## config.mk

```make
export PLATFORM = sky130hd
export DESIGN_NAME = alu_result_buffer_flat
export DESIGN_NICKNAME = d
export VERILOG_FILES = /design/src/rtl/alu_pkg.sv /design/src/rtl/alu_result_buffer_if.sv /design/src/rtl/fifo_fwft.sv /design/src/rtl/alu_result_buffer.sv /design/src/flat_wrapper.sv
export SDC_FILE = /design/constraint.sdc
export NUM_CORES = 1
export LEC_CHECK = 0
export CORE_ASPECT_RATIO = 1.75
export CORE_MARGIN = 3
export CORE_UTILIZATION = 38
export DETAILED_ROUTE_END_ITERATION = 10
export MAX_ROUTING_LAYER = met4
export PLACE_DENSITY = 0.7
export SETUP_SLACK_MARGIN = 0.2
export SLEW_MARGIN = 20
export SYNTH_ARGS = -nofsm -noshare
export SYNTH_HDL_FRONTEND = slang
export SYNTH_SLANG_ARGS = --single-unit
```

## constraint.sdc

```tcl
create_clock -name clk -period 5.4 [get_ports clk]
set_input_delay 1.08 -clock clk [delete_from_list [all_inputs] [get_ports clk]]
set_output_delay 1.08 -clock clk [all_outputs]
set_load 0.02 [all_outputs]
```

## src/rtl/alu_pkg.sv

```systemverilog
// rtl/alu_pkg.sv - ALU opcode, result record and overflow-relevance helper shared by the ALU and its result buffer.
package alu_pkg;

   localparam int ALU_WIDTH = 32;

   typedef enum logic [3:0] {
      ALU_ADD  = 4'd0,
      ALU_SUB  = 4'd1,
      ALU_AND  = 4'd2,
      ALU_OR   = 4'd3,
      ALU_XOR  = 4'd4,
      ALU_SLL  = 4'd5,
      ALU_SRL  = 4'd6,
      ALU_SRA  = 4'd7,
      ALU_SLT  = 4'd8,
      ALU_SLTU = 4'd9
   } alu_op_t;

   typedef struct packed {
      alu_op_t                opcode;
      logic [ALU_WIDTH-1:0]   result;
      logic                   zero;
      logic                   overflow;
      logic                   negative;
   } alu_result_t;

   // Only the arithmetic opcodes produce a meaningful signed overflow.
   function automatic logic alu_op_has_overflow(alu_op_t op);
      return (op == ALU_ADD) || (op == ALU_SUB);
   endfunction

endpackage

```

## src/rtl/alu_result_buffer_if.sv

```systemverilog
// rtl/alu_result_buffer_if.sv - ALU-result producer side and writeback consumer side of the result buffer.
interface alu_result_buffer_if
   import alu_pkg::*;
#(
   parameter int WIDTH     = 32,
   parameter int TAG_WIDTH = 4
);

   logic                 in_valid;
   logic                 in_ready;
   alu_op_t              in_opcode;
   logic [TAG_WIDTH-1:0] in_tag;
   logic [WIDTH-1:0]     in_result;
   logic                 in_zero;
   logic                 in_overflow;
   logic                 in_negative;

   logic                 out_valid;
   logic                 out_ready;
   alu_op_t              out_opcode;
   logic [TAG_WIDTH-1:0] out_tag;
   logic [WIDTH-1:0]     out_result;
   logic                 out_zero;
   logic                 out_overflow;
   logic                 out_negative;

   modport slave (
      input  in_valid, in_opcode, in_tag, in_result, in_zero, in_overflow, in_negative,
      input  out_ready,
      output in_ready,
      output out_valid, out_opcode, out_tag, out_result, out_zero, out_overflow, out_negative
   );

   modport master (
      output in_valid, in_opcode, in_tag, in_result, in_zero, in_overflow, in_negative,
      output out_ready,
      input  in_ready,
      input  out_valid, out_opcode, out_tag, out_result, out_zero, out_overflow, out_negative
   );

endinterface

```

## src/rtl/fifo_fwft.sv

```systemverilog
// rtl/fifo_fwft.sv - Generic first-word-fall-through queue with occupancy count.
module fifo_fwft #(
   parameter int WIDTH = 8,
   parameter int DEPTH = 4
) (
   input  logic                       clk,
   input  logic                       rst_n,
   input  logic                       push_i,
   input  logic [WIDTH-1:0]           data_i,
   input  logic                       pop_i,
   output logic [WIDTH-1:0]           data_o,
   output logic                       valid_o,
   output logic                       ready_o,
   output logic [$clog2(DEPTH+1)-1:0] count_o
);

   localparam int AW = $clog2(DEPTH);
   localparam int CW = $clog2(DEPTH+1);

   logic [WIDTH-1:0] mem_q [DEPTH];
   logic [AW-1:0]    wr_ptr_q;
   logic [AW-1:0]    rd_ptr_q;
   logic [CW-1:0]    count_q;
   logic [CW-1:0]    count_d;
   logic             push_ok;
   logic             pop_ok;

   // Full-ness comes from registered count only, so a pop never frees a slot in the same cycle.
   assign ready_o = (count_q != CW'(DEPTH));
   assign valid_o = (count_q != '0);
   assign push_ok = push_i && ready_o;
   assign pop_ok  = pop_i && valid_o;
   assign count_o = count_q;
   assign data_o  = valid_o ? mem_q[rd_ptr_q] : '0;

   always_comb begin
      count_d = count_q;
      case ({push_ok, pop_ok})
         2'b10:   count_d = count_q + 1'b1;
         2'b01:   count_d = count_q - 1'b1;
         default: count_d = count_q;
      endcase
   end

   always_ff @(posedge clk or negedge rst_n) begin
      if (!rst_n) begin
         wr_ptr_q <= '0;
         rd_ptr_q <= '0;
         count_q  <= '0;
      end else begin
         if (push_ok) wr_ptr_q <= wr_ptr_q + 1'b1;
         if (pop_ok)  rd_ptr_q <= rd_ptr_q + 1'b1;
         count_q <= count_d;
      end
   end

   always_ff @(posedge clk) begin
      if (push_ok) mem_q[wr_ptr_q] <= data_i;
   end

endmodule

```

## src/rtl/alu_result_buffer.sv

```systemverilog
// rtl/alu_result_buffer.sv - Queues ALU results for writeback; masks overflow, tracks sticky overflow and retired ops.
module alu_result_buffer
   import alu_pkg::*;
#(
   parameter int WIDTH     = ALU_WIDTH,
   parameter int DEPTH     = 4,
   parameter int TAG_WIDTH = 4
) (
   input  logic                       clk,
   input  logic                       rst_n,
   alu_result_buffer_if.slave         bus,
   input  logic                       clear_sticky,
   output logic [$clog2(DEPTH+1)-1:0] count,
   output logic                       sticky_overflow,
   output logic [15:0]                retired_count
);

   localparam int ENTRY_W = TAG_WIDTH + $bits(alu_result_t);

   alu_result_t          in_res;
   alu_result_t          out_res;
   logic [TAG_WIDTH-1:0] out_tag_w;
   logic [ENTRY_W-1:0]   fifo_rdata;
   logic                 fifo_valid;
   logic                 fifo_ready;
   logic                 push;
   logic                 pop;

   logic                 sticky_q;
   logic                 sticky_d;
   logic [15:0]          retired_q;
   logic [15:0]          retired_d;

   assign push = bus.in_valid && fifo_ready;
   assign pop  = fifo_valid && bus.out_ready;

   always_comb begin
      in_res          = '0;
      in_res.opcode   = bus.in_opcode;
      in_res.result   = bus.in_result;
      in_res.zero     = bus.in_zero;
      in_res.overflow = bus.in_overflow && alu_op_has_overflow(bus.in_opcode);
      in_res.negative = bus.in_negative;
   end

   fifo_fwft #(
      .WIDTH (ENTRY_W),
      .DEPTH (DEPTH)
   ) u_fifo (
      .clk     (clk),
      .rst_n   (rst_n),
      .push_i  (push),
      .data_i  ({bus.in_tag, in_res}),
      .pop_i   (pop),
      .data_o  (fifo_rdata),
      .valid_o (fifo_valid),
      .ready_o (fifo_ready),
      .count_o (count)
   );

   // The queue already zeroes its read data when empty, so out_* need no extra gating.
   assign {out_tag_w, out_res} = fifo_rdata;

   assign bus.in_ready     = fifo_ready;
   assign bus.out_valid    = fifo_valid;
   assign bus.out_opcode   = out_res.opcode;
   assign bus.out_tag      = out_tag_w;
   assign bus.out_result   = out_res.result;
   assign bus.out_zero     = out_res.zero;
   assign bus.out_overflow = out_res.overflow;
   assign bus.out_negative = out_res.negative;

   // A new overflow in the same cycle as a clear must not be lost.
   always_comb begin
      sticky_d = sticky_q;
      if (push && in_res.overflow) begin
         sticky_d = 1'b1;
      end else if (clear_sticky) begin
         sticky_d = 1'b0;
      end
   end

   always_comb begin
      retired_d = retired_q;
      if (pop) retired_d = retired_q + 16'd1;
   end

   always_ff @(posedge clk or negedge rst_n) begin
      if (!rst_n) begin
         sticky_q  <= 1'b0;
         retired_q <= '0;
      end else begin
         sticky_q  <= sticky_d;
         retired_q <= retired_d;
      end
   end

   assign sticky_overflow = sticky_q;
   assign retired_count   = retired_q;

endmodule

```

## src/flat_wrapper.sv

```systemverilog
// flat-port wrapper written by rule: the top's interface ports become plain ports
module alu_result_buffer_flat import alu_pkg::*;
#(
   parameter int WIDTH     = ALU_WIDTH,
   parameter int DEPTH     = 4,
   parameter int TAG_WIDTH = 4
)
  (clk, rst_n, clear_sticky, count, sticky_overflow, retired_count, bus_in_valid, bus_in_opcode, bus_in_tag, bus_in_result, bus_in_zero, bus_in_overflow, bus_in_negative, bus_out_ready, bus_in_ready, bus_out_valid, bus_out_opcode, bus_out_tag, bus_out_result, bus_out_zero, bus_out_overflow, bus_out_negative);
  alu_result_buffer_if #(.WIDTH(WIDTH), .TAG_WIDTH(TAG_WIDTH)) bus_i ();
  input  logic clk;
  input  logic rst_n;
  input  logic clear_sticky;
  output logic [$clog2(DEPTH+1)-1:0] count;
  output logic sticky_overflow;
  output logic [15:0] retired_count;
  input wire logic [$bits(bus_i.in_valid)-1:0] bus_in_valid;
  input wire logic [$bits(bus_i.in_opcode)-1:0] bus_in_opcode;
  input wire logic [$bits(bus_i.in_tag)-1:0] bus_in_tag;
  input wire logic [$bits(bus_i.in_result)-1:0] bus_in_result;
  input wire logic [$bits(bus_i.in_zero)-1:0] bus_in_zero;
  input wire logic [$bits(bus_i.in_overflow)-1:0] bus_in_overflow;
  input wire logic [$bits(bus_i.in_negative)-1:0] bus_in_negative;
  input wire logic [$bits(bus_i.out_ready)-1:0] bus_out_ready;
  output wire logic [$bits(bus_i.in_ready)-1:0] bus_in_ready;
  output wire logic [$bits(bus_i.out_valid)-1:0] bus_out_valid;
  output wire logic [$bits(bus_i.out_opcode)-1:0] bus_out_opcode;
  output wire logic [$bits(bus_i.out_tag)-1:0] bus_out_tag;
  output wire logic [$bits(bus_i.out_result)-1:0] bus_out_result;
  output wire logic [$bits(bus_i.out_zero)-1:0] bus_out_zero;
  output wire logic [$bits(bus_i.out_overflow)-1:0] bus_out_overflow;
  output wire logic [$bits(bus_i.out_negative)-1:0] bus_out_negative;
  assign bus_i.in_valid = bus_in_valid;
  assign bus_i.in_opcode = bus_in_opcode;
  assign bus_i.in_tag = bus_in_tag;
  assign bus_i.in_result = bus_in_result;
  assign bus_i.in_zero = bus_in_zero;
  assign bus_i.in_overflow = bus_in_overflow;
  assign bus_i.in_negative = bus_in_negative;
  assign bus_i.out_ready = bus_out_ready;
  assign bus_in_ready = bus_i.in_ready;
  assign bus_out_valid = bus_i.out_valid;
  assign bus_out_opcode = bus_i.out_opcode;
  assign bus_out_tag = bus_i.out_tag;
  assign bus_out_result = bus_i.out_result;
  assign bus_out_zero = bus_i.out_zero;
  assign bus_out_overflow = bus_i.out_overflow;
  assign bus_out_negative = bus_i.out_negative;
  alu_result_buffer #(.WIDTH(WIDTH), .DEPTH(DEPTH), .TAG_WIDTH(TAG_WIDTH)) u_core (.clk(clk), .rst_n(rst_n), .bus(bus_i), .clear_sticky(clear_sticky), .count(count), .sticky_overflow(sticky_overflow), .retired_count(retired_count));
endmodule
```

## Word level (Yosys, flattened, before mapping)

Memory sizes are Yosys's and may differ from the RTL's.
Index checks and enable logic that the tools add are counted.

| cells by class | value |
|---|---|
| multiplexer cells | 6 |
| reductions and logical operators | 11 |
| eq/ne operators | 4 |
| $add $sub $neg | 5 |

Operator list:

| cell | count |
|---|---|
| 43-bit two-way mux | 1 |
| 16-bit by 1-bit adder with 16-bit output (second input constant) | 1 |
| 1-bit logical AND | 6 |
| 3-bit case mux with 2 select lines | 1 |
| 2-bit by 1-bit adder with 2-bit output (second input constant) | 2 |
| 4-bit by 1-bit equality test with 1-bit output (second input constant) | 1 |
| 4-bit zero test | 1 |
| 1-bit two-way mux | 4 |
| 2-bit nonzero test | 2 |
| 3-bit by 1-bit adder with 3-bit output (second input constant) | 1 |
| 3-bit != test (second input constant) | 1 |
| 3-bit nonzero test | 1 |
| 3-bit by 1-bit subtractor with 3-bit output (second input constant) | 1 |
| 2-bit by 1-bit equality test with 1-bit output (second input constant) | 1 |
| 2-bit equality test (second input constant) | 1 |
| 1-bit logical OR | 1 |

| word-level totals | value |
|---|---|
| word-level logic and storage cells | 32 |
| register bits after elaboration | 24 |
| memory bits (writable) | 172 |
| memories kept | 1 |
| bits of input ports | 48 |

Memory list:

| name | depth | bits a word | rd ports | clocked after Yosys merged registers in | write ports | line | text |
|---|---|---|---|---|---|---|---|
| u_core.u_fifo.mem_q | 4 | 43 | 1 | 0 | 1 | fifo_fwft.sv:20 | `logic [WIDTH-1:0] mem_q [DEPTH];` |

## Depth between registers and ports, before layout

Gate-level depths: netlist (run 1).

| depth | value |
|---|---|
| depth in word-level cells | 5 |
| gate-level depth with buffers | 10 |
| mapped depth without buffers | 10 |

## Hierarchy

From an unflattened synthesis (run 1), not the netlist that was laid out.

| unflattened totals | value |
|---|---|
| cell total of the unflattened synthesis | 377 |
| area, all modules | 7,736.2 um^2 |

Modules (own cells, without submodules):

| module | times used | seq. area each (um^2) | cells each | area an instance (um^2) |
|---|---|---|---|---|
| fifo_fwft | 1 | 5,340.1 | 310 | 6,981.7 |
| alu_result_buffer | 1 | 425.4 | 67 | 754.5 |

## Worst setup path after synthesis (run 1)

Ideal clock, no wire load.

| path | value |
|---|---|
| kind | reg-to-output |
| start | register u_core.u_fifo.count_q[0], in the netlist u_core.u_fifo.count_o[0] |
| end | output bus_out_opcode[0] |
| setup slack | 2.832 ns |
| arrival | 1.488 ns |
| stages on the path, launching flop included | 5 |
| path buffers | 2 |
| data required time | 4.320 ns |
| path through | dfrtp_1 or3_1 clkbuf_1 clkbuf_1 and2_1 |

| between the ends | value |
|---|---|
| word-level cells in the longest chain between the ends | 2 |

Ends and longest elaborated chain:

| item | line | text |
|---|---|---|
| start, declared | fifo_fwft.sv:23 | `logic [CW-1:0] count_q;` |
| start signal, assigned | fifo_fwft.sv:53 | `count_q <= count_d;` |
| 3-bit nonzero test | fifo_fwft.sv:30 | `assign valid_o = (count_q != '0);` |
| named net bus_out_valid | flat_wrapper.sv:25 | `output wire logic [$bits(bus_i.out_valid)-1:0] bus_out_valid;` |
| 43-bit two-way mux | fifo_fwft.sv:34 | `assign data_o = valid_o ? mem_q[rd_ptr_q] : '0;` |
| end, declared | flat_wrapper.sv:26 | `output wire logic [$bits(bus_i.out_opcode)-1:0] bus_out_opcode;` |

The timed path passes the listed nets, and every way through them passes these cells.

## Final worst setup path (run 1)

| path | value |
|---|---|
| start | register u_core.u_fifo.rd_ptr_q[0] |
| end | output bus_out_overflow |

| between the ends | value |
|---|---|
| word-level cells in the longest chain between the ends | 2 |

Ends and longest elaborated chain:

| item | line | text |
|---|---|---|
| start, declared | fifo_fwft.sv:22 | `logic [AW-1:0] rd_ptr_q;` |
| start signal, assigned | fifo_fwft.sv:52 | `if (pop_ok) rd_ptr_q <= rd_ptr_q + 1'b1;` |
| memory read 4 x 43 bit | -- |  |
| 43-bit two-way mux | fifo_fwft.sv:34 |  |
| end, declared | flat_wrapper.sv:30 | `output wire logic [$bits(bus_i.out_overflow)-1:0] bus_out_overflow;` |

No other way between the ends.

==> results.md, run 1 <==
* Status: complete, no violations
* Sw Ratio at 32.6%
* CTS tree: built
* Area grow syn2layout at 24.7%
* Slew Viols, Final at 0
* Final clock skew at 0.0146 ns
* Vias per cell at 4.98
* Syn Nets at approximately 430
* Layout Nets at 547
* Setup TNS at 0 ns
* EDFF count, synth at 172
* Gr ovfl total at 0
* WHS at slightly below 0.5 ns
* Final Hold Fails at 0
* Max-capacitance violation count at 0
* Post-DP HPWL at 9.35 mm
* Clk pwr share at 22.3%
* Worst Setup End Kind: output port
* Worst-case clock buffer depth at 2
* FILL cells at ~1.7k
* Max-slew headroom at between 30% and 40%
* Area of placed instances at 0.00907 mm²
* Power per cell area at 567 mW/mm²
* Synth Cell Area at 0.00774 mm²
* IO buf count at roughly 110
* Post-CTS sizing at 0
* Worst setup SP type: flip-flop
* Hold buffer count at CTS at 0
* Post-synth ARST share at 12.2%
* Placement Setup Slack at 1.86 ns
* Commonest non-fill, non-tap cell in the layout: edfxtp_1
* Crit Path Class: flip-flop to output port
* Mapped Cells at 372
* Layout cells sized above 1 at 17.6%
* Post-DRT Antenna Nets at 0
* Vias in the first global route at 4,271
* Die area at 0.0222 mm²
* Sequential share of power at 41.5%
* Via count at 3,747
* Max FO, Critical Path at 45
* Die W at between 100 and 150 µm
* RSZ-0062 raised after global routing: false
* DRT iter0 DRCs at 176
* Clock-pin slew on the worst setup and hold paths at 0.08 ns
* Overall Global Routing Usage at 14.5%
* Routability cong. at 0.693
* CTS Sinks at 196
* WP data required at 4.32 ns
* LEAKAGE at 3.28 nW
* Root buffer cell: clkbuf_16
* Hold WC Path Type: flip-flop to flip-flop
* Drt first pass iters at 4
* Gate power share at 36.2%
* Worst vdd ir at 395 µV
* Main synth FF type: edfxtp_1
* Post-Layout Inst Area at 0.00966 mm²
* Psw at 0.00179 W
* Most frequent cells in the layout: edfxtp_1, clkdlybuf4s50_1, and2_1
* Largest net degree at the start of global routing at 46
* Final Power at 0.00547 W
* Internal power at 0.00369 W
* IO Count at 113
* Post-synthesis cell type count at 31
* Core area at approximately 0.02 mm²
* Num CTS Buffers at 17
* Synth warnings at 0
* Clock Latency Late Sink at 0.43 ns
* Worst slew pin tran at 0.906 ns
* Fmax at about 0.25 GHz
* Number of setup buffers added after CTS at 0
* Final setup violating endpoints at 0
* Die Span Y at 195 µm
* Crit share post-route at 72.6%
* First-pass GRT wire length at 23.6 mm
* Final wirelength at 14.9 mm
* Routed wire per std cell at 19.9 µm
* Initial antenna violation count at 2
* Sequential-to-total area share from yosys stat at between 70% and 80%
* Starting Density at 38.9%
* Crit path time final at 3.92 ns
* H-tree lvl count at 4
* #FFs+latches synth at about 200
* Post-Syn Area per Cell at 20.8 µm²
* Critical path arrival at 2.84 ns
* # DRC at 0
* Rows at 68
* Final worst slack at between 1 and 1.5 ns
-- synthesized netlist by cell type (2+ instances only) --
cell	number	share of area [%]
edfxtp_1	172	67
and2_1	43	3.5
mux4_2	38	11
dfrtp_1	24	7.8
xnor2_1	14	1.6
inv_1	8	0.39
nand2_1	7	0.34
xor2_1	7	0.79
and3_1	6	0.49
ha_1	6	0.97
buf_2	5	0.32
clkbuf_1	5	0.24
mux4_1	5	1.7
nand3_1	5	0.32
buf_12	4	1.0
nand4_1	3	0.24
nor2_1	3	0.15
buf_6	2	0.29
mux2_2	2	0.29
nor3_2	2	0.26
-- sequential cells by signal, summed over array words and instances, names as in the netlist --
signal and count:
u_core.u_fifo.mem_q 172, u_core.retired_count 16, u_core.u_fifo.count_o 3, u_core.u_fifo.rd_ptr_q 2, u_core.u_fifo.wr_ptr_q 2, u_core.sticky_overflow 1
-- path summary, 6_finish.rpt --
kind | depth (start not counted) | startpoint | end | slack [ns]
setup / recovery | 3 | u_core.u_fifo.rd_ptr_q[0] | bus_out_overflow | 1.48
hold / removal | 1 | u_core.retired_count[8] | u_core.retired_count[8] | 0.50
setup reg to reg | 10 | u_core.u_fifo.count_o[0] | u_core.u_fifo.count_o[2] | 3.14
hold reg to reg | 1 | u_core.retired_count[8] | u_core.retired_count[8] | 0.50
max in group asynchronous | 1 | rst_n | u_core.u_fifo.rd_ptr_q[1] | 4.36
min in group asynchronous | 1 | rst_n | u_core.retired_count[1] | 0.63
-- final cells by class --
cell class	count	area, µm²	share of cell area (%)
inverters	8	30.0	0.311
well taps	245	307	3.17
repair buffers	117	1150	11.9
multi-input cells	152	1800	18.7
clock inverters	14	134	1.39
clock buffers	18	450	4.67
flip-flops and latches	196	5770	59.8
diodes	2	5.00	0.0518
-- per-layer routing --
layer	track usage [%]	vias to the layer above	part of all wire (%)
met5	-	-	0
met4	4.89	0	1.4
met3	3.86	14	4.3
met2	24.9	86	56
met1	16.4	1939	38
li1	-	1708	-
-- critical path: stages (launching register included) --
cell and delay [ns]:
dfrtp_4 1.03, mux4_1 0.65, and2_1 0.17, clkdlybuf4s50_1 0.55
-- power groups by stage --
stage               clock, W  combinational [W]  sequential (W)
finish               0.00122            0.00198         0.00227
detailed placement         0            0.00203         0.00232
global route         0.00133            0.00211         0.00233
floorplan                  0            0.00134         0.00215
global placement           0            0.00200         0.00229
CTS                  0.00126            0.00203         0.00229
-- metrics by stage --
| stage | util [%] | cells |
|---|---|---|
| CTS | 48.5 | 750 |
| floorplan | - | 372 |
| finish | 48.5 | 752 |
| detailed placement | 45.6 | 718 |
| global route | 48.5 | 752 |
| global placement | 45.6 | 718 |
-- cells by family after synthesis --
group / share of synthesized area, %
compound gates: 0.226
flops: 74.5
mux: 13.2
fa+ha+maj: 1.23
buf+inv: 2.28
xor+xnor: 2.38
simple gates: 6.22
(Power assumes the default switching activity.)
==> run 2, diff against run 1 <==
==> constraint.sdc (replaced) <==
create_clock -name clk -period 3.8 [get_ports clk]
set_input_delay 0.76 -clock clk [delete_from_list [all_inputs] [get_ports clk]]
set_output_delay 0.76 -clock clk [all_outputs]
set_load 0.02 [all_outputs]
==> run 2 against run 1 <==
Net effect: sequential cell count unchanged; die area unchanged; power rose by 43%; worst hold slack improved by 0.014 ns; sequential power rose by 36%; global-route usage grew 0.24 points; critical path depth rose by 1; critical path type unchanged; critical endpoint unchanged.
==> results.md, run 2 (synthesized netlist as in run 1, its figures left out) <==
* Status: complete, no violations
* H-tree lvl count at 4
* Clock Latency Late Sink at about 0.43 ns
* Met1 usage at between 10% and 20%
* Post-Layout Inst Area at ~0.0097 mm²
* Finished Core Util at 48.9%
* Placement Setup Slack at a little under 0.7 ns
* Most frequent cells in the layout: edfxtp_1, clkdlybuf4s50_1, and2_1
* Core area at 0.0199 mm²
* Commonest non-fill, non-tap cell in the layout: edfxtp_1
* Clock-pin slew on the worst setup and hold paths at about 0.07 ns
* Routed wire per std cell at 19.9 µm
* Max stage delay on crit path at 0.59 ns
* Final wirelength at roughly 15 mm
* Largest register FFs at ~170
* Final Hold Fails at 0
* Worst slew pin tran at 0.880 ns
* Max FO, Critical Path at 25
* Hold WC Path Type: flip-flop to flip-flop
* Rows at between 60 and 70
* Gr ovfl total at 0
* Post-DRT Antenna Nets at 0
* Most flop-heavy register: u_core.u_fifo.mem_q
* Layout Nets at 552
* LEAKAGE at 3.31 nW
* Setup TNS at 0 ns
* Crit Path Class: flip-flop to output port
* Via count at around 3.8k
* First-pass GRT wire length at 23.8 mm
* Final setup violating endpoints at 0
* Met3 global-route usage at 4.21%
* Largest net degree at the start of global routing at 45
* Layout cells sized above 1 at 17.8%
* CTS tree: built
* Final clock skew at 0.0145 ns
* # DRC at 0
* CTS Sinks at 196
* Final Power at 0.00782 W
* Die area at 0.0222 mm²
* Die Span Y at between 150 and 200 µm
* Worst-path cell chain: buf_12 > mux4_1 > and2_1 > clkdlybuf4s50_1
* IO Count at 113
* Crit path time final at about 3.4 ns
* Root buffer cell: clkbuf_16
* Starting Density at 38.9%
* Final worst slack at 0.424 ns
* Fmax at 0.296 GHz
* Power per cell area at 803 mW/mm²
* Overall Global Routing Usage at about 15%
* Met2 usage in global routing at 25.9%
* Drt first pass iters at 4
* WP data required at roughly 3.0 ns
* DRT iter0 DRCs at 147
* Worst setup SP type: flip-flop
* Worst vdd ir at 578 µV
* Slowest cell on crit path: dfrtp_4
* Slew Viols, Final at 0
* Vias in the first global route at 4,175
* RSZ-0062 raised after global routing: false
* Area of placed instances at ~0.009 mm²
* Num CTS Buffers at 17
* Vias per cell at approximately 5
* Crit share post-route at 88.9%
* Area grow syn2layout at 25.8%
* Routability cong. at 0.736
* Max-slew headroom at between 40% and 50%
* Post-DP HPWL at 9.75 mm
* Critical path arrival at 2.62 ns
* Worst-case clock buffer depth at 2
* Worst Setup End Kind: output port
* Gr busiest metal: met2
* Max-capacitance violation count at 0
* Die W at 114 µm
* Initial antenna violation count at 1
* IO buf count at 112
==> run 2: changes by cell type in the layout (fill, tap and decap cells not counted), moves of 2 or more <==
cell	change
buf_12	+6
clkinv_2	+2
inv_4	-2
buf_4	-2
clkinv_1	+2
==> run 2: power breakdown <==
part / switching, W / total [W] / internal, W
combinational: 0.00150 / 0.00309 / 0.00159
clock: 0.000797 / 0.00165 / 0.000856
sequential: 0.000248 / 0.00308 / 0.00283
total: 0.00255 / 0.00782 / 0.00527
==> run 2: critical path: cells and delay by family (launching register included) <==
family | cells | cell delay (ns)
buffers and inverters | 2 | 0.82
DFF | 1 | 0.59
muxes | 1 | 0.59
and+or+nand+nor | 1 | 0.18
==> run 2: area by class of cell <==
type                       instances  area, µm²
antenna                            2       5.00
sequential                       196       5770
clock buffer                      17        425
multi-input combinational        152       1800
inverter                           8       30.0
fill                            1687      10200
tap                              245        307
timing repair buffer             122       1280
clock inverter                    15        121
==> run 2: final timing paths <==
check / slack [ns] / endpoint / cells past startpoint / from
worst max-delay path: 0.42 / bus_out_overflow / 4 / u_core.u_fifo.rd_ptr_q[0]
worst min-delay path: 0.51 / u_core.retired_count[10] / 1 / u_core.retired_count[10]
worst max register to register: 1.58 / u_core.u_fifo.count_o[2] / 10 / u_core.u_fifo.count_o[1]
worst min register to register: 0.51 / u_core.retired_count[10] / 1 / u_core.retired_count[10]
max in group asynchronous: 2.46 / u_core.retired_count[15] / 2 / rst_n
min in group asynchronous: 0.75 / u_core.retired_count[13] / 1 / rst_n
==> run 2: repair_timing <==
item,CTS,global route
setup buffers,1,0
endpoints found under the setup margin,1,0
resized for setup,0,0
hold buffers,0,0
==> run 2: per-stage QoR <==
stage / hold WS, ns / cells
2_1_floorplan: 0.464 / 372
3_3_place_gp: 0.481 / 722
3_5_place_dp: 0.505 / 722
4_1_cts: 0.521 / 755
5_1_grt: 0.535 / 756
6_report: 0.512 / 757
==> run 2: per-layer routing <==
metal	share of wire (%)	vias up
met2	58	82
li1	-	1720
met5	0	-
met3	4.6	10
met1	36	1970
met4	1.2	0
